<file path="src/rtl/typec_pkg.sv">
// Shared Type-C command link definitions: packet-type codes, PID bytes, header nibbles, error causes.
// The transmitter imports this same package.
package typec_pkg;

    localparam logic [3:0] BAG_INIT   = 4'd0;
    localparam logic [3:0] BAG_ACK    = 4'd1;
    localparam logic [3:0] BAG_NAK    = 4'd2;
    localparam logic [3:0] BAG_STALL  = 4'd3;
    localparam logic [3:0] BAG_DIDX   = 4'd5;
    localparam logic [3:0] BAG_DPARAM = 4'd6;
    localparam logic [3:0] BAG_DDIDX  = 4'd7;
    localparam logic [3:0] BAG_DTYPE  = 4'b1001;

    localparam logic [7:0] PID_SYNC  = 8'h01;
    localparam logic [7:0] PID_ACK   = 8'h2D;
    localparam logic [7:0] PID_NAK   = 8'hA5;
    localparam logic [7:0] PID_STALL = 8'hE1;
    localparam logic [7:0] PID_CMD   = 8'h1E;
    localparam logic [7:0] PID_STAT  = 8'hD2;
    localparam logic [7:0] PID_DATA0 = 8'h96;
    localparam logic [7:0] PID_DATA1 = 8'h5A;

    localparam logic [3:0] HEAD_DIDX   = 4'h9;
    localparam logic [3:0] HEAD_DPARAM = 4'h5;
    localparam logic [3:0] HEAD_DDIDX  = 4'h1;

    localparam logic [2:0] ERR_NONE    = 3'd0;
    localparam logic [2:0] ERR_PID     = 3'd1;
    localparam logic [2:0] ERR_LEN     = 3'd2;
    localparam logic [2:0] ERR_HEAD    = 3'd3;
    localparam logic [2:0] ERR_CRC     = 3'd4;
    localparam logic [2:0] ERR_TIMEOUT = 3'd5;

    typedef enum logic [3:0] {
        ST_IDLE, ST_WAIT, ST_HUNT, ST_PID, ST_LEN0,
        ST_LEN1, ST_CMD, ST_CRC, ST_COMMIT, ST_DONE
    } rx_state_e;

    // BAG_INIT doubles as "not a handshake PID" / "not a known header".
    function automatic logic [3:0] pid_to_bag(input logic [7:0] pid);
        case (pid)
            PID_ACK:   return BAG_ACK;
            PID_NAK:   return BAG_NAK;
            PID_STALL: return BAG_STALL;
            default:   return BAG_INIT;
        endcase
    endfunction

    function automatic logic [3:0] head_to_bag(input logic [3:0] head);
        case (head)
            HEAD_DIDX:   return BAG_DIDX;
            HEAD_DPARAM: return BAG_DPARAM;
            HEAD_DDIDX:  return BAG_DDIDX;
            default:     return BAG_INIT;
        endcase
    endfunction

endpackage

</file>
<file path="src/rtl/typecs_rx_if.sv">
// Receiver-side link and controller handshake bundle for typecs_rx.
interface typecs_rx_if;
    logic       fs;
    logic       fd;
    logic [7:0] com_rxd;
    logic [3:0] btype;
    logic [3:0] didx;
    logic [3:0] freq;
    logic [3:0] ddidx;
    logic       err;
    logic [2:0] err_code;

    modport slave (
        input  fs, com_rxd,
        output fd, btype, didx, freq, ddidx, err, err_code
    );

    modport master (
        output fs, com_rxd,
        input  fd, btype, didx, freq, ddidx, err, err_code
    );
endinterface

</file>
<file path="src/rtl/crc5.sv">
// CRC5 (poly x^5+x^2+1, seed 0x1F, LSB first) over bytes presented while enable is high.
// Re-seeds on every cycle enable is low, so dout holds the result for one cycle after the last byte.
module crc5 (
    input  logic       clk,
    input  logic       enable,
    input  logic [7:0] din,
    output logic [4:0] dout
);
    function automatic logic [4:0] crc_byte(input logic [4:0] c_in, input logic [7:0] d);
        logic [4:0] c;
        logic       fb;
        c = c_in;
        for (int i = 0; i < 8; i++) begin
            fb = c[4] ^ d[i];
            c  = {c[3:0], 1'b0};
            if (fb) c = c ^ 5'h05;
        end
        return c;
    endfunction

    always_ff @(posedge clk) begin
        if (enable) dout <= crc_byte(dout, din);
        else        dout <= 5'h1F;
    end
endmodule

</file>
<file path="src/rtl/typecs_rx.sv">
// Type-C command link packet receiver: SYNC hunt, PID/length/header decode, CRC5 check, field commit.
//
// state  | meaning
// IDLE   | leaving reset
// WAIT   | waiting for fs from the controller
// HUNT   | scanning for SYNC, timeout counter running
// PID    | decoding the packet identifier
// LEN0   | expecting length byte 0x00
// LEN1   | expecting length byte 0x01
// CMD    | decoding command header, feeding crc5
// CRC    | comparing received byte with crc5
// COMMIT | copying pending type/field to outputs
// DONE   | fd high until fs drops
module typecs_rx
    import typec_pkg::*;
#(
    parameter logic [15:0] TIMEOUT = 16'd1000
) (
    input  logic       clk,
    input  logic       rst,
    typecs_rx_if.slave bus
);
    rx_state_e  state, state_nxt;
    logic [15:0] cnt;
    logic [3:0]  pend_type, pend_field;
    logic [3:0]  btype, didx, freq, ddidx;
    logic        err;
    logic [2:0]  err_code;
    logic        err_set;
    logic [2:0]  err_val;
    logic [7:0]  rxd;
    logic        crc_en;
    logic [4:0]  crc_dout;

    assign rxd    = bus.com_rxd;
    assign crc_en = (state == ST_CMD);

    crc5 u_crc5 (
        .clk    (clk),
        .enable (crc_en),
        .din    (rxd),
        .dout   (crc_dout)
    );

    always_ff @(posedge clk or negedge rst) begin
        if (!rst) state <= ST_IDLE;
        else      state <= state_nxt;
    end

    always_comb begin
        state_nxt = state;
        err_set   = 1'b0;
        err_val   = ERR_NONE;
        case (state)
            ST_IDLE: state_nxt = ST_WAIT;
            ST_WAIT: if (bus.fs) state_nxt = ST_HUNT;
            ST_HUNT: begin
                if (rxd == PID_SYNC) begin
                    state_nxt = ST_PID;
                end else if (cnt == TIMEOUT - 16'd1) begin
                    state_nxt = ST_DONE;
                    err_set   = 1'b1;
                    err_val   = ERR_TIMEOUT;
                end
            end
            ST_PID: begin
                if (pid_to_bag(rxd) != BAG_INIT) begin
                    state_nxt = ST_COMMIT;
                end else if (rxd == PID_CMD) begin
                    state_nxt = ST_LEN0;
                end else begin
                    state_nxt = ST_DONE;
                    err_set   = 1'b1;
                    err_val   = ERR_PID;
                end
            end
            ST_LEN0, ST_LEN1: begin
                if (rxd == ((state == ST_LEN0) ? 8'h00 : 8'h01)) begin
                    state_nxt = (state == ST_LEN0) ? ST_LEN1 : ST_CMD;
                end else begin
                    state_nxt = ST_DONE;
                    err_set   = 1'b1;
                    err_val   = ERR_LEN;
                end
            end
            ST_CMD: begin
                if (head_to_bag(rxd[7:4]) != BAG_INIT) begin
                    state_nxt = ST_CRC;
                end else begin
                    state_nxt = ST_DONE;
                    err_set   = 1'b1;
                    err_val   = ERR_HEAD;
                end
            end
            ST_CRC: begin
                if (rxd == {3'b000, crc_dout}) begin
                    state_nxt = ST_COMMIT;
                end else begin
                    state_nxt = ST_DONE;
                    err_set   = 1'b1;
                    err_val   = ERR_CRC;
                end
            end
            ST_COMMIT: state_nxt = ST_DONE;
            ST_DONE:   if (!bus.fs) state_nxt = ST_WAIT;
            default:   state_nxt = ST_IDLE;
        endcase
    end

    always_ff @(posedge clk or negedge rst) begin
        if (!rst) begin
            cnt        <= '0;
            pend_type  <= BAG_INIT;
            pend_field <= '0;
            btype      <= BAG_INIT;
            didx       <= '0;
            freq       <= '0;
            ddidx      <= '0;
            err        <= 1'b0;
            err_code   <= ERR_NONE;
        end else begin
            if (state == ST_WAIT && bus.fs) begin
                cnt      <= '0;
                err      <= 1'b0;
                err_code <= ERR_NONE;
            end
            // Cannot wrap: HUNT is left at TIMEOUT-1 at the latest.
            if (state == ST_HUNT) cnt <= cnt + 16'd1;
            if (state == ST_PID)  pend_type <= pid_to_bag(rxd);
            if (state == ST_CMD) begin
                pend_type  <= head_to_bag(rxd[7:4]);
                pend_field <= rxd[3:0];
            end
            if (err_set) begin
                err      <= 1'b1;
                err_code <= err_val;
            end
            if (state == ST_COMMIT) begin
                btype <= pend_type;
                case (pend_type)
                    BAG_DIDX:   didx  <= pend_field;
                    BAG_DPARAM: freq  <= pend_field;
                    BAG_DDIDX:  ddidx <= pend_field;
                    default:    ;
                endcase
            end
        end
    end

    assign bus.fd       = (state == ST_DONE);
    assign bus.btype    = btype;
    assign bus.didx     = didx;
    assign bus.freq     = freq;
    assign bus.ddidx    = ddidx;
    assign bus.err      = err;
    assign bus.err_code = err_code;
endmodule

</file>
<file path="src/flat_wrapper.sv">
// flat-port wrapper written by rule: the top's interface ports become plain ports
module typecs_rx_flat import typec_pkg::*;
#(
    parameter logic [15:0] TIMEOUT = 16'd1000
)
  (clk, rst, bus_fs, bus_com_rxd, bus_fd, bus_btype, bus_didx, bus_freq, bus_ddidx, bus_err, bus_err_code);
  typecs_rx_if bus_i ();
  input  logic clk;
  input  logic rst;
  input wire logic [$bits(bus_i.fs)-1:0] bus_fs;
  input wire logic [$bits(bus_i.com_rxd)-1:0] bus_com_rxd;
  output wire logic [$bits(bus_i.fd)-1:0] bus_fd;
  output wire logic [$bits(bus_i.btype)-1:0] bus_btype;
  output wire logic [$bits(bus_i.didx)-1:0] bus_didx;
  output wire logic [$bits(bus_i.freq)-1:0] bus_freq;
  output wire logic [$bits(bus_i.ddidx)-1:0] bus_ddidx;
  output wire logic [$bits(bus_i.err)-1:0] bus_err;
  output wire logic [$bits(bus_i.err_code)-1:0] bus_err_code;
  assign bus_i.fs = bus_fs;
  assign bus_i.com_rxd = bus_com_rxd;
  assign bus_fd = bus_i.fd;
  assign bus_btype = bus_i.btype;
  assign bus_didx = bus_i.didx;
  assign bus_freq = bus_i.freq;
  assign bus_ddidx = bus_i.ddidx;
  assign bus_err = bus_i.err;
  assign bus_err_code = bus_i.err_code;
  typecs_rx #(.TIMEOUT(TIMEOUT)) u_core (.clk(clk), .rst(rst), .bus(bus_i));
endmodule
</file>
<file path="config.mk">
export PLATFORM = sky130hd
export DESIGN_NAME = typecs_rx_flat
export DESIGN_NICKNAME = d
export VERILOG_FILES = /design/src/rtl/typec_pkg.sv /design/src/rtl/typecs_rx_if.sv /design/src/rtl/crc5.sv /design/src/rtl/typecs_rx.sv /design/src/flat_wrapper.sv
export SDC_FILE = /design/constraint.sdc
export NUM_CORES = 1
export LEC_CHECK = 0
export BUFFER_PORTS_ARGS = -buffer_cell sky130_fd_sc_hd__buf_4
export CAP_MARGIN = 20
export CORE_ASPECT_RATIO = 2
export CORE_MARGIN = 2
export CORE_UTILIZATION = 65
export CTS_BUF_LIST = sky130_fd_sc_hd__clkbuf_4
export CTS_CLUSTER_DIAMETER = 50
export DETAILED_ROUTE_END_ITERATION = 8
export GPL_TIMING_DRIVEN = 0
export PLACE_DENSITY = 0.87
export SKIP_CTS_REPAIR_TIMING = 1
export SLEW_MARGIN = 20
export SYNTH_ARGS = -nofsm -noshare
export SYNTH_HDL_FRONTEND = slang
export SYNTH_SLANG_ARGS = --single-unit
</file>
<file path="constraint.sdc">
create_clock -name clk -period 3.2 [get_ports clk]
set_input_delay 0.32 -clock clk [delete_from_list [all_inputs] [get_ports clk]]
set_output_delay 0.32 -clock clk [all_outputs]
set_load 0.02 [all_outputs]
</file>
==> out/metrics.csv, run 1 <==
stage,metric,value,unit
die,standard-cell row count,33,
global_routing,number of antenna violations at the first check in global routing,0,
logic_synthesis,"Cell Area, Synth",0.00277,mm2
detailed_routing,Post-Route WL,6500,um
die,starting density of the core,67.7,%
logic_synthesis,part of the Yosys area used for sequential elements,45.2,%
clock_tree,clock transition at the registers of the reported paths,0.14,ns
cells_and_area,relative area change from synthesis to final layout,12.4,%
detailed_routing,DRC violation count after routing,0,
hold_path,HP Class,in -> reg,
sta,RSZ-0062 raised after global routing,no,
clock_tree,maximum clock path buffer count,2,
global_routing,maximum number of pins on one net before global-route repair,47,
sta,remaining max-slew budget at the tightest pin,61.3,%
sta,ratio of final minimum period to clock period,64.5,%
run,maximum capacitance violations,0,
logic_synthesis,distinct cell type count after synthesis,55,
sta,time the final worst path needs with I/O delays and setup,2.06,ns
logic_synthesis,biggest area consumer among synthesized cells,sky130_fd_sc_hd__dfrtp_1,
placement,HPWL after detailed placement,4850,um
global_routing,first-pass GRT wire length,10500,um
power_and_ir_drop,Leak Pwr,1.44,nW
cells_and_area,Ant. Diodes,0,
logic_synthesis,gate count after technology mapping,270,
logic_synthesis,top_reg_cell synth,sky130_fd_sc_hd__dfrtp_1,
power_and_ir_drop,highest ir drop seen on vdd,0.461,mV
power_and_ir_drop,total design power,1.73,mW
logic_synthesis,"EDFF count, synth",0,
clock_tree,clock latency reported for the late side of the worst-skew pair,0.38,ns
critical_path,Critical R2R Capture,u_core.bus.err_code[2]$_DFFE_PN0P_,
sta,Max Fclk,0.485,GHz
global_routing,via count of the first global-routing pass,2308,
clock_tree,# H-tree levels,2,
logic_synthesis,Post-Syn Area per Cell,10.3,um2
critical_path,worst path required time,3.48,ns
detailed_routing,routed wire length per instance,18.2,um
die,width of the die,50.2,um
sta,"Slew Viols, Final",0,
cells_and_area,count of nets after finishing,315,
logic_synthesis,area share of the largest cell type after synthesis,41.6,%
detailed_routing,routed vias/inst,6.36,
clock_tree,number of CTS-inserted buffers,5,
detailed_routing,detailed-routing iteration count for the pre-antenna-repair pass,4,
global_routing,total track usage,29.2,%
placement,Final Wtd Congestion,0.875,
cells_and_area,"leading cell types in the layout, fill and taps excluded","sky130_fd_sc_hd__dfrtp_1, sky130_fd_sc_hd__buf_4, sky130_fd_sc_hd__nand2_1",
critical_path,startpoint type of the worst setup path,flip-flop,
sta,"Hold Vio Cnt, Final",0,
sta,final setup violation count,0,
die,total die area,0.00483,mm2
die,top-level port count,32,
cells_and_area,"commonest non-fill, non-tap cell in the layout",sky130_fd_sc_hd__dfrtp_1,
die,DIE HEIGHT,96.3,um
sta,Worst Clk Skew,0.0119,ns
placement,placed standard-cell area,0.00302,mm2
logic_synthesis,number of register bits inferred by synthesis,51,
critical_path,Worst R2R Setup Slack,1.14,ns
critical_path,type of element capturing the critical path,flip-flop,
clock_tree,clk root buf,sky130_fd_sc_hd__clkbuf_4,
clock_tree,number of sinks handled by clock tree synthesis,51,
logic_synthesis,share of async-settable or async-resettable flops after synthesis,90.2,%
detailed_routing,Routed Antenna Nets,0,
sta,slew at the pin closest to its max-slew limit,0.580,ns
sta,Final Hold Slack,0.204,ns
critical_path,biggest fanout along the worst timing path,7,
detailed_routing,vias after detailed routing,2263,
die,floorplan core area,0.00409,mm2
critical_path,cells on worst reg2reg path,6,
sta,Total Neg Setup Slack,0,ns
critical_path,Critical Path Source,u_core.cnt[0]$_DFFE_PN0P_,
critical_path,end of the critical path,u_core.bus.err_code[2]$_DFFE_PN0P_,
run_status,outcome,"complete, no violations",
critical_path,r2r startpoint,u_core.cnt[0]$_DFFE_PN0P_,
clock_tree,clock tree from TritonCTS,built,
logic_synthesis,post-synth net total,282,
detailed_routing,initial DRC count,65,
cells_and_area,summed area of non-filler cells in the final layout,0.00311,mm2
global_routing,residual overflow from global routing,0,
cells_and_area,share of final-layout standard cells stronger than drive strength 1,24.0,%
logic_synthesis,dominant cells by area after synthesis,"sky130_fd_sc_hd__dfrtp_1, sky130_fd_sc_hd__mux2_2, sky130_fd_sc_hd__xnor2_1",
logic_synthesis,total of warnings raised by yosys,0,
critical_path,type of the setup path with the least slack,reg -> reg,
placement,Port Buffers,25,
critical_path,Worst EP arrival,2.34,ns
power_and_ir_drop,Power per Cell Area,557,mW/mm2
==> power breakdown <==
part           internal (mW)  switching [mW]
clock                  0.165           0.212
combinational          0.225           0.356
sequential             0.707          0.0661
==> through the flow <==
step / std cells / worst slack [ns] / utilization [%]
floorplan: 270 / 1.51 / -
global placement: 347 / 1.23 / 73.9
detailed placement: 347 / 1.20 / 73.9
CTS: 355 / 1.15 / 75.9
global route: 356 / 1.01 / 76.1
finish: 356 / 1.14 / 76.1
==> kinds of logic (layout without fill, tap and decap cells) <==
kind of cell | count (synthesis) | in the layout | synth area share (%)
fa+ha+maj | 1 | 1 | 0.452
buf+inv | 17 | 51 | 3.16
flops | 51 | 51 | 45.2
other cells | 1 | 1 | 0.135
simple gates | 105 | 105 | 23.0
xor+xnor | 24 | 24 | 7.86
compound gates | 48 | 48 | 11.1
mux | 23 | 23 | 9.17
==> layer usage <==
layer  global-route usage [%]  routed length, um
met1                     27.0               2290
met5                        0                  0
met3                     4.19                197
met2                     56.8               3680
met4                     18.8                325
==> cell usage after synthesis, drive strengths merged, types with 2 or more instances <==
cell type / n
nand4: 6
nor2: 12
a211o: 2
inv: 2
nand3: 18
nor4: 4
nor3: 7
o211ai: 2
nand2: 27
xor2: 7
o21ai: 20
a21oi: 6
dfrtp: 46
and3: 7
dfxtp: 5
mux2i: 4
nand3b: 3
nand2b: 3
and4b: 2
clkbuf: 2
nand4b: 4
nor2b: 4
and4bb: 2
a31oi: 8
buf: 13
a211oi: 2
xnor2: 17
mux2: 19
==> how the worst min path moves through the flow <==
stage / start / end / slack, ns / cells past startpoint
final: bus_fs / u_core.state[3]$_DFFE_PN0P_ / 0.20 / 3
after global routing: bus_fs / u_core.state[3]$_DFFE_PN0P_ / 0.21 / 3
after CTS: rst / u_core.state[2]$_DFFE_PN0P_ / -0.08 / 1
after detailed placement: rst / u_core.cnt[2]$_DFFE_PN0P_ / 0.35 / 1
after global placement: rst / u_core.cnt[0]$_DFFE_PN0P_ / 0.35 / 1
after floorplan: rst / u_core.bus.btype[0]$_DFFE_PN0P_ / 0.02 / 0
==> sequential cells by signal, summed over array words and instances, names as in the netlist <==
register and cells:
u_core.bus.err_code 3, u_core.bus.freq 4, u_core.cnt 16, u_core.state 4, u_core.bus.btype 3, u_core.bus.err 1
u_core.pend_type 3, u_core.u_crc5.dout 5, u_core.bus.didx 4, u_core.bus.ddidx 4, u_core.pend_field 4
==> worst max-delay path: stages, from the launching register on <==
cell	delay, ns
sky130_fd_sc_hd__dfrtp_1	0.43
sky130_fd_sc_hd__ha_1	0.33
sky130_fd_sc_hd__and4b_1	0.24
sky130_fd_sc_hd__nand4b_1	0.18
sky130_fd_sc_hd__nor3_1	0.36
sky130_fd_sc_hd__nor3_2	0.11
sky130_fd_sc_hd__a311o_1	0.32
==> cell type report <==
class,instances,area (um2)
fillers,299,976
inverters,2,7.51
multi-input cells,202,1430
clock buffers,5,37.5
clock inverters,3,42.5
well taps,52,65.1
repair buffers,26,198
flip-flops and latches,51,1250
plain buffers,15,80.1
No activity file was read; power rests on OpenSTA's default activity.
==> inputs of run 2 (changes only) <==
- ABC_AREA: default -> 1
- CORE_UTILIZATION: 65 -> 61
- PLACE_DENSITY: 0.87 -> 0.82
- clock period: 3.2 -> 2.08 ns (I/O delays scaled with it)
==> run 2 against run 1 <==
Power increased by 100%. Largest power group unchanged. Synthesized cell count increased by 42%. Critical path type is now reg -> out. Final cell count increased by 34%. Critical path depth decreased by 2. Synthesized area increased by 5.5%. Largest cell class unchanged. Sequential cell count unchanged. Via count increased by 16%. Clock-buffer cell count unchanged. Clock skew decreased by 0.0020 ns. Sequential share of layout area decreased by 2.1 points. Die area increased by 12%. Sequential power increased by 99%.
==> out/metrics.csv, run 2 <==
stage,metric,value,unit,change
placement,placed standard-cell area,0.00322,mm2,+6.4%
cells_and_area,max FFs per register,16,,unchanged
cells_and_area,register with the highest flop count,u_core.cnt,,
cells_and_area,"leading cell types in the layout, fill and taps excluded","sky130_fd_sc_hd__nand2_1, sky130_fd_sc_hd__dfrtp_1, sky130_fd_sc_hd__nor2_1",,
logic_synthesis,top_reg_cell synth,sky130_fd_sc_hd__dfrtp_1,,
die,width of the die,52.9,um,+5.6%
detailed_routing,initial DRC count,63,,-3.1%
logic_synthesis,dominant cells by area after synthesis,"sky130_fd_sc_hd__dfrtp_1, sky130_fd_sc_hd__nand2_1, sky130_fd_sc_hd__nand3_1",,
detailed_routing,routed vias/inst,5.50,,-13%
detailed_routing,vias after detailed routing,2625,,+16%
sta,Worst Clk Skew,0.00997,ns,-0.00196 ns
logic_synthesis,"Cell Area, Synth",0.00292,mm2,+5.5%
sta,slew at the pin closest to its max-slew limit,0.583,ns,+0.00281 ns
placement,HPWL after detailed placement,5390,um,+11%
die,standard-cell row count,35,,+6.1%
power_and_ir_drop,highest ir drop seen on vdd,0.922,mV,+100%
logic_synthesis,area share of the largest cell type after synthesis,39.4,%,-2.2 points
logic_synthesis,post-synth net total,395,,+40%
logic_synthesis,Synth top cells by count,"sky130_fd_sc_hd__nand2_1, sky130_fd_sc_hd__dfrtp_1, sky130_fd_sc_hd__nor2_1",,
global_routing,via count of the first global-routing pass,2717,,+18%
run_status,outcome,"complete, no violations",,
clock_tree,maximum clock path buffer count,2,,unchanged
die,total die area,0.00539,mm2,+12%
detailed_routing,detailed-routing iteration count for the pre-antenna-repair pass,4,,unchanged
cells_and_area,share of final-layout standard cells stronger than drive strength 1,18.7,%,-5.3 points
logic_synthesis,Post-Syn Area per Cell,7.63,um2,-26%
die,floorplan core area,0.00460,mm2,+12%
clock_tree,clock latency reported for the late side of the worst-skew pair,0.38,ns,about the same
die,DIE HEIGHT,102,um,+5.8%
clock_tree,number of sinks handled by clock tree synthesis,51,,unchanged
logic_synthesis,most repeated cell in the gate-level netlist after synthesis,sky130_fd_sc_hd__nand2_1,,
logic_synthesis,distinct cell type count after synthesis,39,,-29%
cells_and_area,final standard cell count with taps included and fillers excluded,477,,+34%
critical_path,Worst path slowest cell,sky130_fd_sc_hd__dfrtp_1,,
clock_tree,# H-tree levels,2,,unchanged
sta,final setup slack of the worst path,0.259,ns,-0.877 ns
critical_path,Worst EP arrival,1.61,ns,-0.73 ns
placement,Port Buffers,30,,+20%
placement,Placed Cells,468,,+35%
logic_synthesis,"EDFF count, synth",0,,unchanged
logic_synthesis,number of register bits inferred by synthesis,51,,unchanged
die,top-level port count,32,,unchanged
logic_synthesis,gate count after technology mapping,383,,+42%
cells_and_area,Ant. Diodes,0,,unchanged
placement,Final Wtd Congestion,0.905,,+3.5%
critical_path,worst path required time,1.87,ns,-1.61 ns
hold_path,HP Class,in -> reg,,
critical_path,type of the setup path with the least slack,reg -> out,,
clock_tree,number of CTS-inserted buffers,5,,unchanged
sta,final setup violation count,0,,unchanged
placement,post-placement worst setup slack,0.354,ns,-0.847 ns
global_routing,maximum number of pins on one net before global-route repair,47,,unchanged
sta,Max Fclk,0.549,GHz,
power_and_ir_drop,Power per Cell Area,1070,mW/mm2,+93%
critical_path,crit-path max cell delay,0.48,ns,+0.05 ns
sta,ratio of final minimum period to clock period,87.5,%,
sta,"Slew Viols, Final",0,,unchanged
critical_path,startpoint type of the worst setup path,flip-flop,,
critical_path,biggest fanout along the worst timing path,5,,-2
global_routing,number of antenna violations at the first check in global routing,0,,unchanged
clock_tree,clock tree from TritonCTS,built,,
logic_synthesis,share of async-settable or async-resettable flops after synthesis,90.2,%,unchanged
cells_and_area,"commonest non-fill, non-tap cell in the layout",sky130_fd_sc_hd__nand2_1,,
critical_path,type of element capturing the critical path,primary output,,
sta,remaining max-slew budget at the tightest pin,61.1,%,-0.19 points
critical_path,cell-by-cell listing of the critical path,inv_2 -> nand2_1 -> nor3_1 -> buf_4,,
global_routing,first-pass GRT wire length,11600,um,+9.8%
cells_and_area,relative area change from synthesis to final layout,12.5,%,
power_and_ir_drop,Leak Pwr,1.71,nW,+19%
cells_and_area,Filler Cell Count,383,,+28%
sta,"Hold Vio Cnt, Final",0,,unchanged
detailed_routing,routed wire length per instance,14.3,um,-22%
cells_and_area,count of nets after finishing,433,,+37%
die,starting density of the core,63.5,%,-4.2 points
detailed_routing,Post-Route WL,6830,um,+5.1%
logic_synthesis,biggest area consumer among synthesized cells,sky130_fd_sc_hd__dfrtp_1,,
sta,RSZ-0062 raised after global routing,no,,
global_routing,residual overflow from global routing,0,,unchanged
logic_synthesis,total of warnings raised by yosys,0,,unchanged
clock_tree,clock transition at the registers of the reported paths,0.15,ns,about the same
run,maximum capacitance violations,0,,unchanged
sta,time the final worst path needs with I/O delays and setup,1.82,ns,
clock_tree,clk root buf,sky130_fd_sc_hd__clkbuf_4,,
detailed_routing,Routed Antenna Nets,0,,unchanged
logic_synthesis,part of the Yosys area used for sequential elements,42.8,%,-2.4 points
cells_and_area,summed area of non-filler cells in the final layout,0.00329,mm2,+5.6%
global_routing,total track usage,28.7,%,-0.50 points
detailed_routing,DRC violation count after routing,0,,unchanged
cells_and_area,registers with the most flip-flops,"u_core.cnt (16), u_core.u_crc5.dout (5)",,
sta,Total Neg Setup Slack,0,ns,unchanged
## run 2: changes by cell type after synthesis, sizes merged, moves of 5 or more
cell	change
nand2	+77
inv	+45
nor2	+37
nand3	+20
mux2	-19
xnor2	-11
buf	-10
o21ai	+9
a31oi	-7
and3	-6
o22ai	+5
## run 2: cell families (layout without fill, tap and decap cells)
logic type               Yosys count  count (layout)  synth area share (%)
AO/OA/AOI/OAI                     51              51                  9.72
XOR/XNOR                          13              13                  4.93
adder cells (fa/ha/maj)            1               1                 0.428
buffers and inverters             51              90                  6.77
flip-flops                        51              51                  42.8
multiplexers                       1               1                 0.343
other                              1               1                 0.128
AND/OR/NAND/NOR                  214             214                  34.9
## run 2: routing by layer
layer | vias to the layer above | track usage [%] | wire, um
li1 | 1313 | - | -
met1 | 1218 | 27.6 | 2380
met2 | 67 | 53.8 | 3920
met3 | 27 | 4.97 | 198
met4 | 0 | 17.0 | 325
met5 | - | 0 | 0
## run 2: area by class of cell
type | instances | area [um2] | share of cell area (%)
multi-input combinational | 281 | 1470 | 44.8
sequential | 51 | 1250 | 38.1
timing repair buffer | 31 | 235 | 7.16
inverter | 47 | 176 | 5.37
tap | 55 | 68.8 | 2.09
clock buffer | 5 | 37.5 | 1.14
clock inverter | 3 | 23.8 | 0.723
buffer | 4 | 21.3 | 0.647
## run 2: worst max-delay path, delay by kind of cell, from the launching register on
family	cells	cell delay, ns
buffers and inverters	2	0.35
DFF	1	0.48
and+or+nand+nor	2	0.40
## run 2: final timing paths
| kind | start | end | slack (ns) | cells after the start |
|---|---|---|---|---|
| setup / recovery | u_core.state[1]$_DFFE_PN0P_ | bus_fd | 0.26 | 4 |
| hold / removal | bus_fs | u_core.state[3]$_DFFE_PN0P_ | 0.08 | 3 |
| setup reg to reg | u_core.state[3]$_DFFE_PN0P_ | u_core.cnt[1]$_DFFE_PN0P_ | 0.29 | 5 |
| hold reg to reg | u_core.bus.ddidx[0]$_DFFE_PN0P_ | u_core.bus.ddidx[0]$_DFFE_PN0P_ | 0.51 | 2 |
| max in group asynchronous | rst | u_core.bus.err$_DFFE_PN0P_ | 1.34 | 2 |
| min in group asynchronous | rst | u_core.cnt[4]$_DFFE_PN0P_ | 0.34 | 2 |
## run 2: report_power, final
group          total, mW  switching, mW  internal, mW
clock              0.478          0.340         0.139
combinational       1.51          0.935         0.574
sequential          1.54          0.268          1.27
total               3.53           1.54          1.99
## run 2: stage by stage
step	power, mW	hold slack (ns)	util [%]
CTS	3.54	-0.185	71.3
global route	3.78	0.0714	71.5
floorplan	2.51	-0.0876	-
global placement	3.01	0.242	69.9
detailed placement	3.06	0.244	69.9
finish	3.53	0.0809	71.5
